## config.mk

```make
export PLATFORM = sky130hd
export DESIGN_NAME = uart_core_param
export DESIGN_NICKNAME = d
export VERILOG_FILES = /design/src/rtl/uart_pkg.sv /design/src/rtl/uart_baud_tick.sv /design/src/rtl/uart_core_param.sv
export SDC_FILE = /design/constraint.sdc
export NUM_CORES = 1
export LEC_CHECK = 0
export ABC_AREA = 1
export CAP_MARGIN = 15
export CORE_ASPECT_RATIO = 1.75
export CORE_MARGIN = 5
export CORE_UTILIZATION = 40
export CTS_CLUSTER_DIAMETER = 120
export CTS_CLUSTER_SIZE = 24
export DETAILED_ROUTE_END_ITERATION = 16
export GPL_TIMING_DRIVEN = 0
export PLACE_DENSITY_LB_ADDON = 0.05
export RECOVER_POWER = 100
export SLEW_MARGIN = 20
export SYNTH_ARGS = -nofsm -noshare
export SYNTH_HDL_FRONTEND = slang
export SYNTH_SLANG_ARGS = --single-unit
```

## constraint.sdc

```tcl
create_clock -name clk -period 4 [get_ports clk]
set_clock_uncertainty 0.2 [all_clocks]
set_input_delay 0.4 -clock clk [delete_from_list [all_inputs] [get_ports clk]]
set_output_delay 0.4 -clock clk [all_outputs]
set_load 0.01 [all_outputs]
```

## src/rtl/uart_pkg.sv

```systemverilog
// uart_pkg: constants shared by the parametrised UART core.
// Holds parity-mode codes, the oversampling ratio, the mid-bit sample index
// and the state encodings of the transmit and receive FSMs.
package uart_pkg;

    localparam int PAR_NONE = 0;
    localparam int PAR_ODD  = 1;
    localparam int PAR_EVEN = 2;

    localparam int OVERSAMPLE = 16;
    localparam int MID_SAMPLE = 7;

    localparam logic [2:0] TX_IDLE   = 3'd0;
    localparam logic [2:0] TX_START  = 3'd1;
    localparam logic [2:0] TX_DATA   = 3'd2;
    localparam logic [2:0] TX_PARITY = 3'd3;
    localparam logic [2:0] TX_STOP   = 3'd4;

    localparam logic [2:0] RX_IDLE   = 3'd0;
    localparam logic [2:0] RX_START  = 3'd1;
    localparam logic [2:0] RX_DATA   = 3'd2;
    localparam logic [2:0] RX_PARITY = 3'd3;
    localparam logic [2:0] RX_STOP   = 3'd4;

endpackage

```

## src/rtl/uart_baud_tick.sv

```systemverilog
// uart_baud_tick: free-running divider producing the receiver oversample tick.
// Ports:
//   clk  - system clock
//   rst  - synchronous active-high reset (counter back to 0)
//   tick - one-cycle pulse while the counter equals CLK_DIV-1
module uart_baud_tick #(
    parameter int CLK_DIV = 4
) (
    input  logic clk,
    input  logic rst,
    output logic tick
);

    localparam int CW = (CLK_DIV > 2) ? $clog2(CLK_DIV) : 1;

    logic [CW-1:0] cnt;

    assign tick = (cnt == CW'(CLK_DIV - 1));

    always_ff @(posedge clk) begin
        if (rst) begin
            cnt <= '0;
        end else if (tick) begin
            cnt <= '0;
        end else begin
            cnt <= cnt + 1'b1;
        end
    end

endmodule

```

## src/rtl/uart_core_param.sv

```systemverilog
// uart_core_param: full-duplex UART, one transmitter plus a 16x-oversampled
// receiver with false-start rejection and parity/framing error flags.
// Ports:
//   clk, rst        - clock and synchronous active-high reset
//   tx_data/valid   - word to send; accepted when tx_valid & tx_ready
//   tx_ready        - transmitter idle
//   Tx              - serial output, idle high
//   Rx              - asynchronous serial input
//   rx_data         - last received word, held until the next one
//   rx_valid        - one-cycle pulse when rx_data/error flags update
//   rx_parity_err   - parity mismatch, qualified by rx_valid
//   rx_frame_err    - first stop bit sampled low, qualified by rx_valid
//   slowclock       - oversample tick (one pulse every CLK_DIV clocks)
module uart_core_param
    import uart_pkg::*;
#(
    parameter int DATA_BITS   = 8,
    parameter int CLK_DIV     = 4,
    parameter int PARITY_MODE = 2,
    parameter int STOP_BITS   = 1
) (
    input  logic                 clk,
    input  logic                 rst,
    input  logic [DATA_BITS-1:0] tx_data,
    input  logic                 tx_valid,
    output logic                 tx_ready,
    output logic                 Tx,
    input  logic                 Rx,
    output logic [DATA_BITS-1:0] rx_data,
    output logic                 rx_valid,
    output logic                 rx_parity_err,
    output logic                 rx_frame_err,
    output logic                 slowclock
);

    localparam int  BIT_CLKS  = OVERSAMPLE * CLK_DIV;
    localparam int  CW        = $clog2(BIT_CLKS);
    localparam bit  HAS_PAR   = (PARITY_MODE != PAR_NONE);
    localparam bit  ODD_PAR   = (PARITY_MODE == PAR_ODD);

    uart_baud_tick #(.CLK_DIV(CLK_DIV)) u_tick (
        .clk  (clk),
        .rst  (rst),
        .tick (slowclock)
    );

    // ---------------- transmitter ----------------
    logic [2:0]           tx_state;
    logic [CW-1:0]        tx_cnt;
    logic [DATA_BITS-1:0] tx_shift;
    logic [3:0]           tx_bit;
    logic                 tx_par;
    logic                 tx_stop_idx;
    logic                 tx_line;
    logic                 tx_bit_end;

    assign tx_ready   = (tx_state == TX_IDLE);
    assign Tx         = tx_line;
    assign tx_bit_end = (tx_cnt == CW'(BIT_CLKS - 1));

    always_ff @(posedge clk) begin
        if (rst) begin
            tx_state    <= TX_IDLE;
            tx_line     <= 1'b1;
            tx_cnt      <= '0;
            tx_bit      <= '0;
            tx_stop_idx <= 1'b0;
        end else begin
            // Per-bit clock counter runs only while a frame is in flight.
            if (tx_state != TX_IDLE) begin
                tx_cnt <= tx_bit_end ? '0 : tx_cnt + 1'b1;
            end
            case (tx_state)
                TX_IDLE: begin
                    if (tx_valid) begin
                        tx_state <= TX_START;
                        tx_line  <= 1'b0;
                        tx_cnt   <= '0;
                        tx_bit   <= '0;
                        tx_shift <= tx_data;
                        tx_par   <= (^tx_data) ^ ODD_PAR;
                    end
                end
                TX_START: begin
                    if (tx_bit_end) begin
                        tx_state <= TX_DATA;
                        tx_line  <= tx_shift[0];
                        tx_shift <= tx_shift >> 1;
                    end
                end
                TX_DATA: begin
                    if (tx_bit_end) begin
                        if (tx_bit == 4'(DATA_BITS - 1)) begin
                            tx_stop_idx <= 1'b0;
                            if (HAS_PAR) begin
                                tx_state <= TX_PARITY;
                                tx_line  <= tx_par;
                            end else begin
                                tx_state <= TX_STOP;
                                tx_line  <= 1'b1;
                            end
                        end else begin
                            tx_line  <= tx_shift[0];
                            tx_shift <= tx_shift >> 1;
                            tx_bit   <= tx_bit + 1'b1;
                        end
                    end
                end
                TX_PARITY: begin
                    if (tx_bit_end) begin
                        tx_state <= TX_STOP;
                        tx_line  <= 1'b1;
                    end
                end
                TX_STOP: begin
                    if (tx_bit_end) begin
                        if (STOP_BITS == 1 || tx_stop_idx) begin
                            tx_state <= TX_IDLE;
                        end else begin
                            tx_stop_idx <= 1'b1;
                        end
                    end
                end
                default: begin
                    tx_state <= TX_IDLE;
                    tx_line  <= 1'b1;
                end
            endcase
        end
    end

    // ---------------- receiver ----------------
    logic                 rx_meta;
    logic                 rx_sync;
    logic [2:0]           rx_state;
    logic [3:0]           rx_tick_cnt;
    logic [3:0]           rx_bit;
    logic [DATA_BITS-1:0] rx_shift;
    logic                 rx_par_bit;
    logic                 rx_armed;
    logic                 rx_at_sample;
    logic                 rx_sample;

    // START samples at mid-bit; every later bit is one full bit (16 ticks) on.
    assign rx_at_sample = (rx_state == RX_START) ? (rx_tick_cnt == 4'(MID_SAMPLE))
                                                 : (rx_tick_cnt == 4'(OVERSAMPLE - 1));
    assign rx_sample    = slowclock && rx_at_sample;

    always_ff @(posedge clk) begin
        if (rst) begin
            rx_meta       <= 1'b1;
            rx_sync       <= 1'b1;
            rx_state      <= RX_IDLE;
            rx_tick_cnt   <= '0;
            rx_bit        <= '0;
            rx_armed      <= 1'b0;
            rx_valid      <= 1'b0;
            rx_data       <= '0;
            rx_parity_err <= 1'b0;
            rx_frame_err  <= 1'b0;
        end else begin
            rx_meta  <= Rx;
            rx_sync  <= rx_meta;
            rx_valid <= 1'b0;
            if (rx_state != RX_IDLE && slowclock) begin
                rx_tick_cnt <= rx_at_sample ? '0 : rx_tick_cnt + 1'b1;
            end
            case (rx_state)
                RX_IDLE: begin
                    // Only a high-to-low transition starts a frame, so a held
                    // break line must go high again before re-arming.
                    if (rx_sync) begin
                        rx_armed <= 1'b1;
                    end else if (rx_armed) begin
                        rx_state    <= RX_START;
                        rx_tick_cnt <= '0;
                    end
                end
                RX_START: begin
                    if (rx_sample) begin
                        rx_bit   <= '0;
                        rx_state <= rx_sync ? RX_IDLE : RX_DATA;
                    end
                end
                RX_DATA: begin
                    if (rx_sample) begin
                        rx_shift <= {rx_sync, rx_shift[DATA_BITS-1:1]};
                        if (rx_bit == 4'(DATA_BITS - 1)) begin
                            rx_state <= HAS_PAR ? RX_PARITY : RX_STOP;
                        end else begin
                            rx_bit <= rx_bit + 1'b1;
                        end
                    end
                end
                RX_PARITY: begin
                    if (rx_sample) begin
                        rx_par_bit <= rx_sync;
                        rx_state   <= RX_STOP;
                    end
                end
                RX_STOP: begin
                    if (rx_sample) begin
                        rx_data       <= rx_shift;
                        rx_parity_err <= HAS_PAR && (((^rx_shift) ^ rx_par_bit) != ODD_PAR);
                        rx_frame_err  <= ~rx_sync;
                        rx_valid      <= 1'b1;
                        rx_armed      <= 1'b0;
                        rx_state      <= RX_IDLE;
                    end
                end
                default: rx_state <= RX_IDLE;
            endcase
        end
    end

endmodule

```

Word-level counts from Yosys, hierarchy flattened
Index checks and enable logic that the tools add are counted.

word-level totals
  output and inout bits = 14
  register bits = 59

cells by class
  multiplexer cells = 49
  bitwise logic cells = 5
  eq/ne operators = 30
  add/sub/neg operators = 5
  reductions and logical operators = 25

operator list
  operator               number
  $mux W4                11
  $mux W3                13
  $mux W8                4
  $ne A2 B2 Y1 const B   16
  $pmux W3 S5            2
  $mux W6                4
  $pmux W8 S3            1
  $pmux W4 S2            2
  $reduce_xor A8 Y1      2
  $add A4 B1 Y4 const B  3
  $eq A3 B2 Y1 const B   4
  $eq A4 B3 Y1 const B   3
  $reduce_and A3 Y1      4
  $reduce_and A6 Y1      2
  $mux W1                9
  $reduce_bool A3 Y1     3
  $reduce_and A4 Y1      2
  $reduce_and A7 Y1      1
  $add A6 B1 Y6 const B  1
  $eq A3 B1 Y1 const B   2
  $eq A3 B3 Y1 const B   2
  $eq A6 B6 Y1 const B   1
  $logic_not A3 Y1       2
  $reduce_bool A2 Y1     3
  other kinds (12)       17

Logic depth before layout (Yosys ltp)
Gate-level depths: netlist (run 1).

  depth in word-level cells = 7
  mapped depth = 10

Hierarchy
Synthesis (run 1) repeated with hierarchy kept, for this count alone.

second synthesis, totals
  cells, all modules = 384
  area, all modules = 2917.8 µm²

by module, submodules not included
  module           cells an instance  area an instance (µm²)  sequential area each (µm²)  times used
  uart_core_param  375                2842.7                  1321.3                      1
  uart_baud_tick   9                  75.1                    40.0                        1

Worst setup path after synthesis (run 1)
OpenSTA, ideal clock, no wires.

  kind = reg2reg
  start = register u_tick.cnt[0]
  end = register rx_shift[0] (enable)
  arrival = 1.506 ns
  stages on the path, launching flop included = 8
  period minus slack after synthesis = 2.076 ns
  path slack = 1.924 ns
  library setup time = 0.370 ns
  path buffers = 0
  cell sequence = dfxtp_1 > ha_1 > inv_2 > nor3_4 > nand3_4 > inv_2 > nand2_1 > nor2_1

on the way
  longest elaborated chain between the ends = 3

RTL lines
  what                         RTL line                source
  start, declared              uart_baud_tick.sv:16    logic [CW-1:0] cnt;
  start signal, assigned       uart_baud_tick.sv:26    cnt <= cnt + 1'b1;
  $eq A2 B2 Y1                 uart_baud_tick.sv:18    assign tick = (cnt == CW'(CLK_DIV - 1));
  net slowclock                uart_core_param.sv:33   output logic slowclock
  $logic_and A1 B1 Y1          uart_core_param.sv:147  assign rx_sample = slowclock && rx_at_sample;
  $reduce_and A3 Y1 (no line)  -
  end signal, assigned         uart_core_param.sv:187  rx_shift <= {rx_sync, rx_shift[DATA_BITS-1:1]};
  end, declared                uart_core_param.sv:138  logic [DATA_BITS-1:0] rx_shift;

The timed path passes the listed nets, and every way through them passes these cells.
A chain may end at the register's enable or synchronous reset.

Worst setup path after layout (run 1)
  start = register tx_state[0]
  end = output tx_ready

on the way
  longest elaborated chain between the ends = 1

RTL lines
  what                    RTL line               source
  start, declared         uart_core_param.sv:48  logic [2:0] tx_state;
  start signal, assigned  uart_core_param.sv:63  tx_state <= TX_IDLE;
  start signal, assigned  uart_core_param.sv:76  tx_state <= TX_START;
  start signal, assigned  uart_core_param.sv:86  tx_state <= TX_DATA;
  $logic_not A3 Y1        uart_core_param.sv:57  assign tx_ready = (tx_state == TX_IDLE);
  end, declared           uart_core_param.sv:26  output logic tx_ready,

No other way between the ends.

==> results.toml, run 1 <==
[run_status]
status = "finished, final reports clean"

[grt]
grt_pass1_vias = 2421
gr-total-overflow = 0
track_usage = 0.1476
antenna_found_initial = 0
grt_pass1_wl_mm = 10.67
grt_start_max_net_pins = 11

[logic_synthesis]
ys_seq_area_frac = 0.4543
synthDistinctLibCells = 37
syn-mean-instance-area_sq_um = 7.804
synth_top_area_share = 0.2739
yosysMostFrequentCell = "nand2_1"
netlist_top_cells_count = "nand2_1, nor2_1, dfxtp_1, inv_1, a21oi_1"
ys.flop_type = "dfxtp_1"
async_flop_share = 0
syn-num-nets = 401
synth_edf_count = 18
yosysWarnings = 0
ys_ff_latch = 59
ys_top_cells_by_area = "dfxtp_1, edfxtp_1, nand2_1"
synth_cells = 384
synth_area_sq_um = 2997
synth_top_area_cell = "dfxtp_1"

[critical_path]
worstSetupEndpointType = "output port"
cp.arrival_ns = 1.93
cp_max_fo = 10
worstPathRequired_ns = 3.40
critPathLaunchType = "flip-flop"
worstSetupPathType = "flip-flop to output port"

[final_layout]
drive_gt1_frac = 0.08726
nets = 436
final_cell_area_sq_um = 3578
diodes = 0
area_delta_synth_final_pct = 19.42

[clock_tree]
ctsResizeCount = 0
cts_buffer_depth = 2
clk_latency_ns = 0.33
clk_pin_slew_ns = 0.05
clkSinkCount = 59
htreeDepth = 3
cts_tree = "built"
numCtsBuffers = 9
root_buffer = "clkbuf_16"
postCtsHoldBufs = 0
post_cts_buffers = 0

[sta]
fin_crit_sh = 0.6319
rsz0062_at_grt = "no"
finalHoldViolCount = 0
tightest_slew_ns = 0.7229
maxSlewHeadroom = 0.5163
slew_viol_final = 0
setup_violations = 0
fin_crit_ns = 2.528
fin_setup_tns_ns = 0
fmax_mhz = 395.6

[flow_run]
drv_cap = 0

[floorplan]
die_h_microns = 124.5
pin_count = 26
num_rows = 41
dieArea_sq_um = 9391
initial_core_util = 0.4114
dieWidth_microns = 75.43
core-area_sq_um = 7284

[placed_design]
io_buffers = 24
placed_area_sq_um = 3344
hpwl_mm = 4.672
place.gp.congestion = 0.8604

[min_path]
min_path_type = "flip-flop to flip-flop"

[route]
drc = 0
drtIter0Drc = 95
finalWirelength_mm = 6.181
m1WireLength_mm = 2.520
routed_via_density = 4.910
drt_pass1_iterations = 4
wl_met3_microns = 222
highest_layer = "met4"
dr_wl_met2_mm = 3.274
wire_per_inst_microns = 12.12
antenna_left = 0
vias = 2504

[power_and_ir_drop]
ir_drop_uv = 309.0
pwr_density_cell_nw_per_um2 = 594.4
p_leak_nw = 1.578
power_mw = 2.127
==> cells by family (layout without fill, tap and decap cells) <==
kind of cell,Yosys count,in the layout,share of synthesized area
AOI/OAI and AO/OA,48,48,0.09103
xor gates and xnor gates,12,12,0.03507
adders and majority gates,5,5,0.02088
buffers and inverters,54,94,0.07390
DFF,59,59,0.4543
and+or+nand+nor,206,206,0.3248
==> state kept, by name (all words and copies together) (netlist names), 2 cells and up <==
name	flops
rx_tick_cnt	4
tx_cnt	6
u_tick.cnt	2
rx_bit	4
rx_data	8
tx_state	3
tx_shift	8
rx_state	3
rx_shift	8
tx_bit	4
==> cell type report <==
type                            count  area (sq um)
Timing Repair Buffer               24         240.2
Inverter                           48         180.2
Fill cell                         763          3706
Sequential cell                    59          1361
Buffer                              6         40.04
Tap cell                           86         107.6
Clock buffer                       11         242.7
Multi-Input combinational cell    271          1330
Clock inverter                      5         76.32
==> final timing paths <==
kind,slack [ns],from,cells past startpoint,to
hold / removal,0.22,rx_meta,1,rx_sync
setup / recovery,1.47,tx_state[0],4,tx_ready
setup reg to reg,1.48,u_tick.cnt[0],7,rx_shift[0]
hold reg to reg,0.22,rx_meta,1,rx_sync
==> placed cells by master (no fill, tap or decap), drive strengths merged, types with 5 or more instances in the layout <==
cell / instances
clkbuf: 13
xnor2: 6
dfxtp: 41
nand3: 21
xor2: 6
dlygate4sd3: 16
nor2: 56
inv: 46
edfxtp: 18
nor3: 9
nand2: 110
o21ai: 22
clkdlybuf4s50: 8
ha: 5
a21oi: 21
==> metal layers <==
layer / track usage / up-vias
met5: 0 / -
met4: 0.07106 / 0
met3: 0.04362 / 13
met2: 0.2527 / 32
met1: 0.1580 / 1155
li1: - / 1304
==> power breakdown <==
| part | internal (mW) | leakage [nW] | switching [mW] |
|---|---|---|---|
| Sequential | 0.713 | 0.498 | 0.0499 |
| Clock | 0.558 | 0.153 | 0.261 |
| Combinational | 0.194 | 0.927 | 0.352 |
==> critical path: stages, from the launching register on <==
cell,delay [ns]
dfxtp_1,0.35
nor2_1,0.18
nand2_1,0.27
inv_1,0.18
dlygate4sd3_1,0.62
==> through the flow <==
step,cells,util,hold slack [ns],setup WS [ns]
floorplan,384,-,0.1895,1.924
global placement,494,0.4591,0.2122,1.608
detailed placement,494,0.4591,0.2037,1.614
CTS,510,0.5029,0.1597,1.611
global route,510,0.4912,0.2498,1.209
finish,510,0.4912,0.2232,1.472
No activity file was read; power rests on OpenSTA's default activity.
==> inputs of run 2 (changes only) <==
==> constraint.sdc (replaced) <==
create_clock -name clk -period 2.45 [get_ports clk]
set_clock_uncertainty 0.2 [all_clocks]
set_input_delay 0.245 -clock clk [delete_from_list [all_inputs] [get_ports clk]]
set_output_delay 0.245 -clock clk [all_outputs]
set_load 0.01 [all_outputs]
==> results.toml, run 2 (synthesis gave the netlist of run 1 again) <==
[sta]
hold_ws_ns = -0.001542
slew_viol_final = 0
fmax_mhz = 445.0
fin_crit_ns = 2.247
finalHoldViolCount = 2
worst_slack_ns = 0.2028
tightest_slew_ns = 0.6152
maxSlewHeadroom = 0.5883
fin_setup_tns_ns = 0
fin_crit_sh = 0.9172
setup_violations = 0
rsz0062_at_grt = "no"

[grt]
grt_pass1_vias = 2421
grt_start_max_net_pins = 11
antenna_found_initial = 0
track_usage = 0.1476
grt_pass1_wl_mm = 10.67
gr-total-overflow = 0

[final_layout]
diodes = 0
fillers = 758
final_common_cell = "nand2_1"
nets = 436
area_delta_synth_final_pct = 20.42
reg.largest.list = "rx_data (8), rx_shift (8), tx_shift (8)"
final_cell_mix = "nand2_1, nor2_1, inv_1, dfxtp_1, a21oi_1"
drive_gt1_frac = 0.1014

[placed_design]
io_buffers = 24
pre_cts_ws_ns = 0.06439
place.gp.congestion = 0.8604
hpwl_mm = 4.672

[clock_tree]
clk_latency_ns = 0.32
clk_pin_slew_ns = 0.05
clkSinkCount = 59
cts_buffer_depth = 2
htreeDepth = 3
numCtsBuffers = 9
post_cts_buffers = 0
cts_tree = "built"
root_buffer = "clkbuf_16"

[route]
routed_via_density = 4.927
antenna_left = 0
drt_pass1_iterations = 4
wire_per_inst_microns = 12.13
finalWirelength_mm = 6.187
vias = 2513
drtIter0Drc = 95
drc = 0

[flow_run]
drv_cap = 0

[floorplan]
num_rows = 41
core-area_sq_um = 7284
dieArea_sq_um = 9391
initial_core_util = 0.4114
die_h_microns = 124.5
dieWidth_microns = 75.43
pin_count = 26

[power_and_ir_drop]
ir_drop_uv = 523.9
p_leak_nw = 1.601
internal-power_mw = 2.400
pwr_density_cell_nw_per_um2 = 966.3
p_switching_mw = 1.087
swShare = 0.3117
seq_power_share = 0.359
share_comb_of_total_power = 0.258
pwr-share-clk = 0.383

[critical_path]
worstSetupEndpointType = "output port"
worstSetupPathType = "flip-flop to output port"
critPathLaunchType = "flip-flop"
worstPathRequired_ns = 2.01
cp_max_fo = 10
cp.arrival_ns = 1.80

[min_path]
min_path_type = "input port to flip-flop"

[run_status]
status = "complete, but fails checks"
violations = "negative hold slack"
run 2: final cells by class:
class | count | area (sq um) | area share
Sequential cell | 59 | 1361 | 0.3773
Clock inverter | 5 | 76.32 | 0.02115
Clock buffer | 11 | 242.7 | 0.06727
Timing Repair Buffer | 24 | 240.2 | 0.06657
Tap cell | 86 | 107.6 | 0.02982
Buffer | 6 | 41.29 | 0.01144
Multi-Input combinational cell | 271 | 1359 | 0.3766
Inverter | 48 | 180.2 | 0.04993
run 2: power by group through the flow:
stage	combinational (mW)	clock (mW)	sequential [mW]
3_3_place_gp	0.998	0	1.27
5_1_grt	1.05	1.42	1.27
2_1_floorplan	0.774	0	1.26
3_5_place_dp	0.998	0	1.28
4_1_cts	1.01	1.37	1.26
6_report	0.899	1.34	1.25
run 2: worst paths after layout:
| kind | slack, ns | startpoint | cells after the start | endpoint |
|---|---|---|---|---|
| max | 0.20 | tx_state[0] | 4 | tx_ready |
| min | -0.002 | rst | 2 | u_tick.cnt[1] |
| max reg2reg | 0.25 | tx_state[0] | 5 | tx_shift[5] |
| min reg2reg | 0.22 | rx_meta | 1 | rx_sync |
run 2: routing by layer:
metal,part of all wire,track usage
met4,0.023,0.07106
met5,0,0
met3,0.039,0.04362
met1,0.41,0.1580
met2,0.53,0.2527
run 2: per-stage QoR:
step                instance area (sq um)  cells  total power [mW]  utilization
floorplan                            2997    384             2.029            -
detailed placement                   3344    494             2.274       0.4591
CTS                                  3664    510             3.637       0.5029
global route                         3608    510             3.747       0.4954
finish                               3608    510             3.487       0.4954
global placement                     3344    494             2.273       0.4591
run 2: timing repair:
item,in CTS,in global routing
endpoints found under the setup margin,0,8
hold buffers,0,0
gates resized for setup,0,1
run 2: critical path: stages, from the launching register on:
cell	delay, ns
dfxtp_1	0.37
nor2_4	0.12
nand2_1	0.24
inv_1	0.19
clkdlybuf4s50_1	0.56
==> inputs of run 3 (changes only) <==
--- a/config.mk
+++ b/config.mk
@@ -14,6 +14,7 @@
 export CTS_CLUSTER_SIZE = 24
 export DETAILED_ROUTE_END_ITERATION = 16
 export GPL_TIMING_DRIVEN = 0
+export MAX_ROUTING_LAYER = met4
 export PLACE_DENSITY_LB_ADDON = 0.05
 export RECOVER_POWER = 100
 export SLEW_MARGIN = 20
==> results.toml, run 3 (synthesis gave the netlist of run 1 again) <==
[run_status]
status = "complete, but fails checks"
violations = "negative hold slack"

[sta]
slew_viol_final = 0
finalHoldViolCount = 1
fin_crit_ns = 2.247
setup_violations = 0
tightest_slew_ns = 0.6082
rsz0062_at_grt = "no"
fmax_mhz = 445.0
maxSlewHeadroom = 0.5930
hold_ws_ns = -0.0001114
fin_crit_sh = 0.9172
fin_setup_tns_ns = 0

[floorplan]
pin_count = 26
initial_core_util = 0.4114
dieArea_sq_um = 9391
die_h_microns = 124.5
core-area_sq_um = 7284
num_rows = 41
dieWidth_microns = 75.43

[min_path]
hold_path_depth = 2
min_from = "rst"
min_path_type = "input port to flip-flop"
hold_end = "u_tick.cnt[1]"

[final_layout]
fin_cells = 510
final_common_cell = "nand2_1"
reg.largest.list = "rx_data (8), rx_shift (8), tx_shift (8)"
drive_gt1_frac = 0.1014
nets = 436
diodes = 0
area_delta_synth_final_pct = 20.42
final_cell_area_sq_um = 3608
final_cell_mix = "nand2_1, nor2_1, inv_1, dfxtp_1, a21oi_1"

[clock_tree]
root_buffer = "clkbuf_16"
cts_tree = "built"
post_cts_buffers = 0
clkSinkCount = 59
clk_pin_slew_ns = 0.05
clk_latency_ns = 0.33
cts_buffer_depth = 2
htreeDepth = 3
ctsResizeCount = 0
numCtsBuffers = 9
postCtsHoldBufs = 0

[power_and_ir_drop]
ir_drop_uv = 524.7
power_mw = 3.487
p_leak_nw = 1.601
pwr_density_cell_nw_per_um2 = 966.4

[placed_design]
placed_area_sq_um = 3344
hpwl_mm = 4.672
place.gp.congestion = 0.8742
io_buffers = 24
place_inst = 494

[critical_path]
setup.worst_path.start = "tx_state[0]"
r2r-end = "tx_shift[5]"
cp.arrival_ns = 1.80
r2r_cells = 5
worstSetupEndpointType = "output port"
r2r_setup_slack_ns = 0.25
worstPathRequired_ns = 2.01
critPathLaunchType = "flip-flop"
r2r-start = "tx_state[0]"
worstSetupPathType = "flip-flop to output port"
cp_max_fo = 10

[grt]
track_usage = 0.1508
grt_start_max_net_pins = 11
grt_pass1_wl_mm = 10.66
antenna_found_initial = 0
grt_pass1_vias = 2423
gr-total-overflow = 0

[route]
drtIter0Drc = 101
drt_pass1_iterations = 4
finalWirelength_mm = 6.197
routed_via_density = 4.900
antenna_left = 0
drc = 0
wire_per_inst_microns = 12.15
vias = 2499

[flow_run]
drv_cap = 0
run 3: per-layer routing:
| metal | part of all wire | global-route usage | vias up |
|---|---|---|---|
| li1 | - | - | 1304 |
| met1 | 0.41 | 0.1585 | 1154 |
| met2 | 0.53 | 0.2527 | 30 |
| met3 | 0.033 | 0.03958 | 11 |
| met4 | 0.023 | 0.07106 | 0 |
| met5 | 0 | - | - |
run 3: how the worst max path moves through the flow:
stage                   to  slack, ns  cells after the start
6_report          tx_ready       0.20                      4
5_1_grt        tx_shift[5]       0.08                      5
4_1_cts        rx_shift[0]       0.06                      7
3_5_place_dp   rx_shift[0]       0.06                      7
3_3_place_gp   rx_shift[0]       0.06                      7
2_1_floorplan  rx_shift[0]       0.37                      7
run 3: final cells by class:
class / count / area, sq um
tap: 86 / 107.6
clock buffer: 11 / 242.7
fill: 758 / 3676
sequential: 59 / 1361
inverter: 48 / 180.2
buffer: 6 / 41.29
clock inverter: 5 / 76.32
multi-input combinational: 271 / 1359
timing repair buffer: 24 / 240.2
run 3: metrics by stage:
step	setup WS, ns	utilization
finish	0.2030	0.4954
global route	0.08041	0.4954
CTS	0.06082	0.5029
detailed placement	0.06439	0.4591
global placement	0.05764	0.4591
floorplan	0.3739	-
run 3: worst max-delay path, cell delays in order, from the launching register on:
cell	delay, ns
dfxtp_1	0.37
nor2_4	0.12
nand2_1	0.23
inv_1	0.19
clkdlybuf4s50_1	0.56
run 3: report_power, final:
part	internal, mW	total, mW	switching (mW)
sequential	1.16	1.25	0.0882
combinational	0.325	0.899	0.574
clock	0.911	1.34	0.425
total	2.40	3.49	1.09
